**src/rtl/ripple_count_monitor_pkg.sv**
```systemverilog
// Shared constants and state encoding for the ripple counter monitor.
package ripple_count_monitor_pkg;

  localparam int unsigned CNT_W             = 4;
  localparam int unsigned STABLE_CYCLES_DEF = 2;
  localparam int unsigned MAX_STEP_DEF      = 3;

  typedef enum logic [1:0] {
    S_INIT  = 2'd0,
    S_TRACK = 2'd1,
    S_CLR   = 2'd2
  } state_e;

endpackage

```
**src/rtl/ripple_count_monitor_sync_2ff.sv**
```systemverilog
// Two-flop synchronizer with a programmable synchronous reset value.
module sync_2ff #(
  parameter int unsigned      WIDTH     = 1,
  parameter logic [WIDTH-1:0] RESET_VAL = '0
) (
  input  logic             clk,
  input  logic             rst,
  input  logic [WIDTH-1:0] d,
  output logic [WIDTH-1:0] q
);

  logic [WIDTH-1:0] s1_q;
  logic [WIDTH-1:0] s2_q;

  always_ff @(posedge clk) begin
    if (rst) begin
      s1_q <= RESET_VAL;
      s2_q <= RESET_VAL;
    end else begin
      s1_q <= d;
      s2_q <= s1_q;
    end
  end

  assign q = s2_q;

endmodule

```
**src/rtl/ripple_count_monitor.sv**
```systemverilog
// Samples the ripple counter into Clk, filters transients, tracks a wide down
// count across borrows and flags illegal jumps.
module ripple_count_monitor
  import ripple_count_monitor_pkg::*;
#(
  parameter int unsigned STABLE_CYCLES = STABLE_CYCLES_DEF,
  parameter int unsigned MAX_STEP      = MAX_STEP_DEF,
  parameter int unsigned EXT_W         = 8
) (
  input  logic             Clk,
  input  logic             Clr,
  input  logic [CNT_W-1:0] count_in,
  input  logic             cnt_clr_n,
  output logic [CNT_W-1:0] count_q,
  output logic [EXT_W-1:0] ext_count,
  output logic             valid,
  output logic             step_pulse,
  output logic             wrap_pulse,
  output logic             err_pulse,
  output logic             err_sticky
);

  localparam int unsigned      HI_W       = EXT_W - CNT_W;
  localparam logic [CNT_W-1:0] RUN_MAX    = '1;
  localparam logic [CNT_W-1:0] ACCEPT_RUN = CNT_W'(STABLE_CYCLES - 1);
  localparam logic [CNT_W-1:0] MAX_D      = CNT_W'(MAX_STEP);
  localparam logic [1:0]       FILL_DONE  = 2'd3;

  logic [CNT_W-1:0] cnt_s2;
  logic             clr_n_s2;

  state_e           state_q, state_d;
  logic [1:0]       fill_q, fill_d;
  logic [CNT_W-1:0] cand_q, cand_d;
  logic [CNT_W-1:0] run_q, run_d;
  logic [CNT_W-1:0] cnt_q, cnt_d;
  logic [HI_W-1:0]  hi_q, hi_d;
  logic             valid_q, valid_d;
  logic             step_q, step_d;
  logic             wrap_q, wrap_d;
  logic             err_q, err_d;
  logic             sticky_q, sticky_d;

  logic             primed;
  logic             accept;
  logic [CNT_W-1:0] diff;

  sync_2ff #(
    .WIDTH    (CNT_W),
    .RESET_VAL({CNT_W{1'b0}})
  ) u_cnt_sync (
    .clk(Clk),
    .rst(Clr),
    .d  (count_in),
    .q  (cnt_s2)
  );

  sync_2ff #(
    .WIDTH    (1),
    .RESET_VAL(1'b1)
  ) u_clr_sync (
    .clk(Clk),
    .rst(Clr),
    .d  (cnt_clr_n),
    .q  (clr_n_s2)
  );

  always_comb begin
    fill_d   = (fill_q == FILL_DONE) ? fill_q : fill_q + 2'd1;
    // Synchronizer and candidate flops hold reset zeros, not bus samples,
    // until the first real sample has reached both of them.
    primed   = (fill_q == FILL_DONE);
    cand_d   = cnt_s2;
    run_d    = run_q;
    if (!primed || cnt_s2 != cand_q) begin
      run_d = '0;
    end else if (run_q != RUN_MAX) begin
      run_d = run_q + 1'b1;
    end
    accept   = primed && (cnt_s2 == cand_q) && (run_q == ACCEPT_RUN);
    diff     = cnt_q - cnt_s2;

    state_d  = state_q;
    cnt_d    = cnt_q;
    hi_d     = hi_q;
    valid_d  = valid_q;
    step_d   = 1'b0;
    wrap_d   = 1'b0;
    err_d    = 1'b0;
    sticky_d = sticky_q;

    if (!clr_n_s2) begin
      state_d = S_CLR;
      valid_d = 1'b0;
      cnt_d   = '0;
      hi_d    = '0;
      run_d   = '0;
    end else begin
      unique case (state_q)
        S_INIT, S_CLR: begin
          state_d = S_INIT;
          if (accept) begin
            cnt_d   = cnt_s2;
            hi_d    = '0;
            valid_d = 1'b1;
            state_d = S_TRACK;
          end
        end
        S_TRACK: begin
          if (accept && diff != '0) begin
            if (diff <= MAX_D) begin
              cnt_d  = cnt_s2;
              step_d = 1'b1;
              if (cnt_s2 > cnt_q) begin
                wrap_d = 1'b1;
                hi_d   = hi_q - HI_W'(1);
              end
            end else begin
              err_d    = 1'b1;
              sticky_d = 1'b1;
              state_d  = S_INIT;
            end
          end
        end
        default: state_d = S_INIT;
      endcase
    end
  end

  always_ff @(posedge Clk) begin
    if (Clr) begin
      state_q  <= S_INIT;
      fill_q   <= '0;
      cand_q   <= '0;
      run_q    <= '0;
      cnt_q    <= '0;
      hi_q     <= '0;
      valid_q  <= 1'b0;
      step_q   <= 1'b0;
      wrap_q   <= 1'b0;
      err_q    <= 1'b0;
      sticky_q <= 1'b0;
    end else begin
      state_q  <= state_d;
      fill_q   <= fill_d;
      cand_q   <= cand_d;
      run_q    <= run_d;
      cnt_q    <= cnt_d;
      hi_q     <= hi_d;
      valid_q  <= valid_d;
      step_q   <= step_d;
      wrap_q   <= wrap_d;
      err_q    <= err_d;
      sticky_q <= sticky_d;
    end
  end

  assign count_q    = cnt_q;
  assign ext_count  = {hi_q, cnt_q};
  assign valid      = valid_q;
  assign step_pulse = step_q;
  assign wrap_pulse = wrap_q;
  assign err_pulse  = err_q;
  assign err_sticky = sticky_q;

endmodule

```
**config.mk**
```make
export PLATFORM = sky130hd
export DESIGN_NAME = ripple_count_monitor
export DESIGN_NICKNAME = d
export VERILOG_FILES = /design/src/rtl/ripple_count_monitor_pkg.sv /design/src/rtl/ripple_count_monitor_sync_2ff.sv /design/src/rtl/ripple_count_monitor.sv
export SDC_FILE = /design/constraint.sdc
export NUM_CORES = 1
export LEC_CHECK = 0
export CORE_MARGIN = 4
export CORE_UTILIZATION = 35
export DETAILED_ROUTE_END_ITERATION = 8
export PLACE_DENSITY_LB_ADDON = 0.25
export SLEW_MARGIN = 20
export SYNTH_ARGS = -nofsm -noshare
export SYNTH_HDL_FRONTEND = slang
export SYNTH_SLANG_ARGS = --single-unit
```
**constraint.sdc**
```tcl
create_clock -name Clk -period 3.3 [get_ports Clk]
set_input_delay 0.66 -clock Clk [delete_from_list [all_inputs] [get_ports Clk]]
set_output_delay 0.66 -clock Clk [all_outputs]
set_load 0.03 [all_outputs]
```
==> results.sh <==
export IMPL_syn_to_final_growth_pct=21.41
export IMPL_min_period_ns=2.580
export IMPL_max_freq_ghz=0.3876
export IMPL_synth_top_area_frac=0.4392
export IMPL_hold_slack_ns=0.4049
export IMPL_min_period_over_period=0.7819
export IMPL_drive_gt1_frac=0.1022
export IMPL_grtUsageTotal=0.1151
export IMPL_seq_area_frac_synth=0.4392
export IMPL_synth_edff_count=0
export IMPL_antenna_left=0
export IMPL_antenna_found_initial=0
export IMPL_cp_cell_sequence="ha_1 > inv_1 > fa_1 > and2b_2 > or2_1 > a2111oi_4 > nand3_2 > o32ai_2"
export IMPL_synth_flop_cell="dfxtp_1"
export IMPL_cts_resized=0
export IMPL_place_area_sq_um=1838
export IMPL_slowest_stage="a2111oi_4"
export IMPL_cp_required_ns=3.50
export IMPL_ir_drop_uv=204.6
export IMPL_worst_pin_slew_ns=0.4491
export IMPL_synth_top_cell_by_area="dfxtp_1"
export IMPL_routedWlPerCell_um=12.46
export IMPL_dieHeight_um=75.51
export IMPL_final_nets=201
export IMPL_grt_max_degree=19
export IMPL_rr_worst_depth=8
export IMPL_clockRootBuffer="clkbuf_8"
export IMPL_fin_cells=238
export IMPL_finalSetupViolCount=0
export IMPL_cts_clk_slew_worst_paths_ns=0.07
export IMPL_die_area_sq_um=5702
export IMPL_wl_um=2966
export IMPL_coreArea_sq_um=4384
export IMPL_synth_area_top_cells="dfxtp_1 (44%), ha_1 (6.3%), nor2b_1 (3.9%)"
export IMPL_vias=1192
export IMPL_clockBufferDepth=2
export IMPL_finalMaxSlewViolations=0
export IMPL_final_util=0.4418
export IMPL_drc=0
export IMPL_cts_setup_buffers=0
export IMPL_rsz0062_at_grt="no"
export IMPL_max_cap_violations=0
export IMPL_synth_seq_cells=35
export IMPL_start_util=0.3639
export IMPL_hold_violations=0
export IMPL_grt_pass1_vias=1163
export IMPL_timing_rr_start="u_cnt_sync.q[0]"
export IMPL_crit_type="register to register"
export IMPL_ios=24
export IMPL_crit_end="hi_q[2]"
export IMPL_viasPerCell=5.008
export IMPL_tns_ns=0
export IMPL_cts_sink_count=35
export IMPL_max_stage_delay_ns=0.48
export IMPL_syn_mean_instance_area_sq_um=9.847
export IMPL_outcome="finished, final reports clean"
export IMPL_end_kind="register"
export IMPL_syn_num_nets=178
export IMPL_skew_ns=0.005067
export IMPL_drt_iter0_drc=29
export IMPL_relSlewSlack=0.7006
export IMPL_crit_fanout=5
export IMPL_gp_congestion=0.8239
export IMPL_synth_most_common_cell="dfxtp_1"
export IMPL_placed_cells=230
export IMPL_syn_cell_area_sq_um=1595
export IMPL_syn_instance_count=162
export IMPL_cts_tree="built"
export IMPL_place_port_buffers=23
export IMPL_design_area_sq_um=1937
export IMPL_power_density_nw_per_um2=432.0
export IMPL_chipWidth_um=75.51
export IMPL_hold_path_class="register to register"
export IMPL_leakage_uw=0.0007548
export IMPL_ys_async_sr_fraction=0
export IMPL_cts_made_buffers=5
export IMPL_reg2reg_slack_ns=0.72
export IMPL_cp_data_arrival_time_ns=2.78
export IMPL_startpoint="u_cnt_sync.q[0]"
export IMPL_std_cell_rows=24
export IMPL_htreeDepth=2
export IMPL_grt_overflow=0
export IMPL_cp_start_kind="register"
export IMPL_yosysWarningCount=0
export IMPL_diodes=0
export IMPL_grt_pass1_wl_um=4871
export IMPL_ctsHoldBuffers=0
export IMPL_dr_pass1_iters=4
export IMPL_place_hpwl_um=2254
export IMPL_clock_latency_ns=0.28
export IMPL_synthTopCellsByCount="dfxtp_1 (35), nor2_1 (15), inv_1 (10), nor2b_1 (10), ha_1 (8)"
export IMPL_yosysUniqueCellTypes=45
export IMPL_r2r_end="hi_q[2]"
==> layer usage <==
metal,track usage,part of all wire,vias up
met2,0.1927,0.50,23
met3,0.04485,0.046,7
li1,-,-,606
met5,0,0,-
met1,0.1240,0.44,556
met4,0.06408,0.011,0
==> placed cells by master, fill, tap and decap left out, drive strengths merged, types with 2 or more instances in the layout <==
cell type / n
a2111oi: 2
a21boi: 4
a21o: 2
a21oi: 2
and3: 2
buf: 2
clkbuf: 6
clkdlybuf4s50: 23
dfxtp: 35
ha: 8
inv: 10
nand2: 5
nand2b: 2
nand3: 8
nor2: 15
nor2b: 10
nor3: 5
o211a: 3
o211ai: 5
o21ai: 4
o22ai: 2
o2bb2ai: 2
or2: 3
xnor2: 2
xor2: 6
==> flip-flops by register name, indices dropped and copies added, names as in the netlist <==
name,cells
cand_q,4
count_q,4
hi_q,4
run_q,4
u_cnt_sync.q,4
u_cnt_sync.s1_q,4
fill_q,2
state_q,2
err_pulse,1
err_sticky,1
step_pulse,1
u_clr_sync.q,1
u_clr_sync.s1_q,1
valid,1
wrap_pulse,1
==> layout make-up <==
| type | count | area (sq um) |
|---|---|---|
| Fill cell | 416 | 2447 |
| Timing Repair Buffer | 25 | 245.2 |
| Clock buffer | 6 | 82.58 |
| Clock inverter | 2 | 16.27 |
| Tap cell | 52 | 65.06 |
| Inverter | 10 | 37.54 |
| Sequential cell | 35 | 700.7 |
| Multi-Input combinational cell | 108 | 789.5 |
==> cells by family after synthesis <==
kind of cell,synth area share
multiplexers,0.006275
buffers and inverters,0.06589
flip-flops,0.4392
XOR/XNOR,0.04392
adder cells (fa/ha/maj),0.07530
AO/OA/AOI/OAI,0.1694
AND/OR/NAND/NOR,0.2000
==> worst min-delay path by stage <==
| stage | slack (ns) | depth (start not counted) | start | endpoint |
|---|---|---|---|---|
| CTS | 0.41 | 1 | u_clr_sync.q | state_q[1] |
| floorplan | 0.38 | 1 | u_clr_sync.q | state_q[1] |
| detailed placement | 0.40 | 1 | u_clr_sync.q | state_q[1] |
| global placement | 0.39 | 1 | u_clr_sync.q | state_q[1] |
| finish | 0.40 | 1 | u_clr_sync.q | state_q[1] |
| global route | 0.43 | 1 | u_clr_sync.q | state_q[1] |
==> where the power goes <==
part,switching [uW],internal [uW]
Combinational,34.5,33.5
Sequential,7.88,436
Clock,155,170
Total,197,639
==> per-stage QoR <==
step / total power, uW / worst slack (ns)
after detailed placement: 521.9 / 0.7638
after floorplan: 502.4 / 0.8406
after global placement: 519.1 / 0.8099
final: 836.6 / 0.7198
after CTS: 849.6 / 0.7174
after global routing: 878.6 / 0.5840
==> worst max-delay path: cells and delay by family (launching register included) <==
kind                     cells  cell delay (ns)
AO/OA/AOI/OAI                2             0.70
adder cells (fa/ha/maj)      2             0.67
AND/OR/NAND/NOR              3             0.67
flip-flops                   1             0.39
buffers and inverters        1             0.06
(Power assumes the default switching activity.)
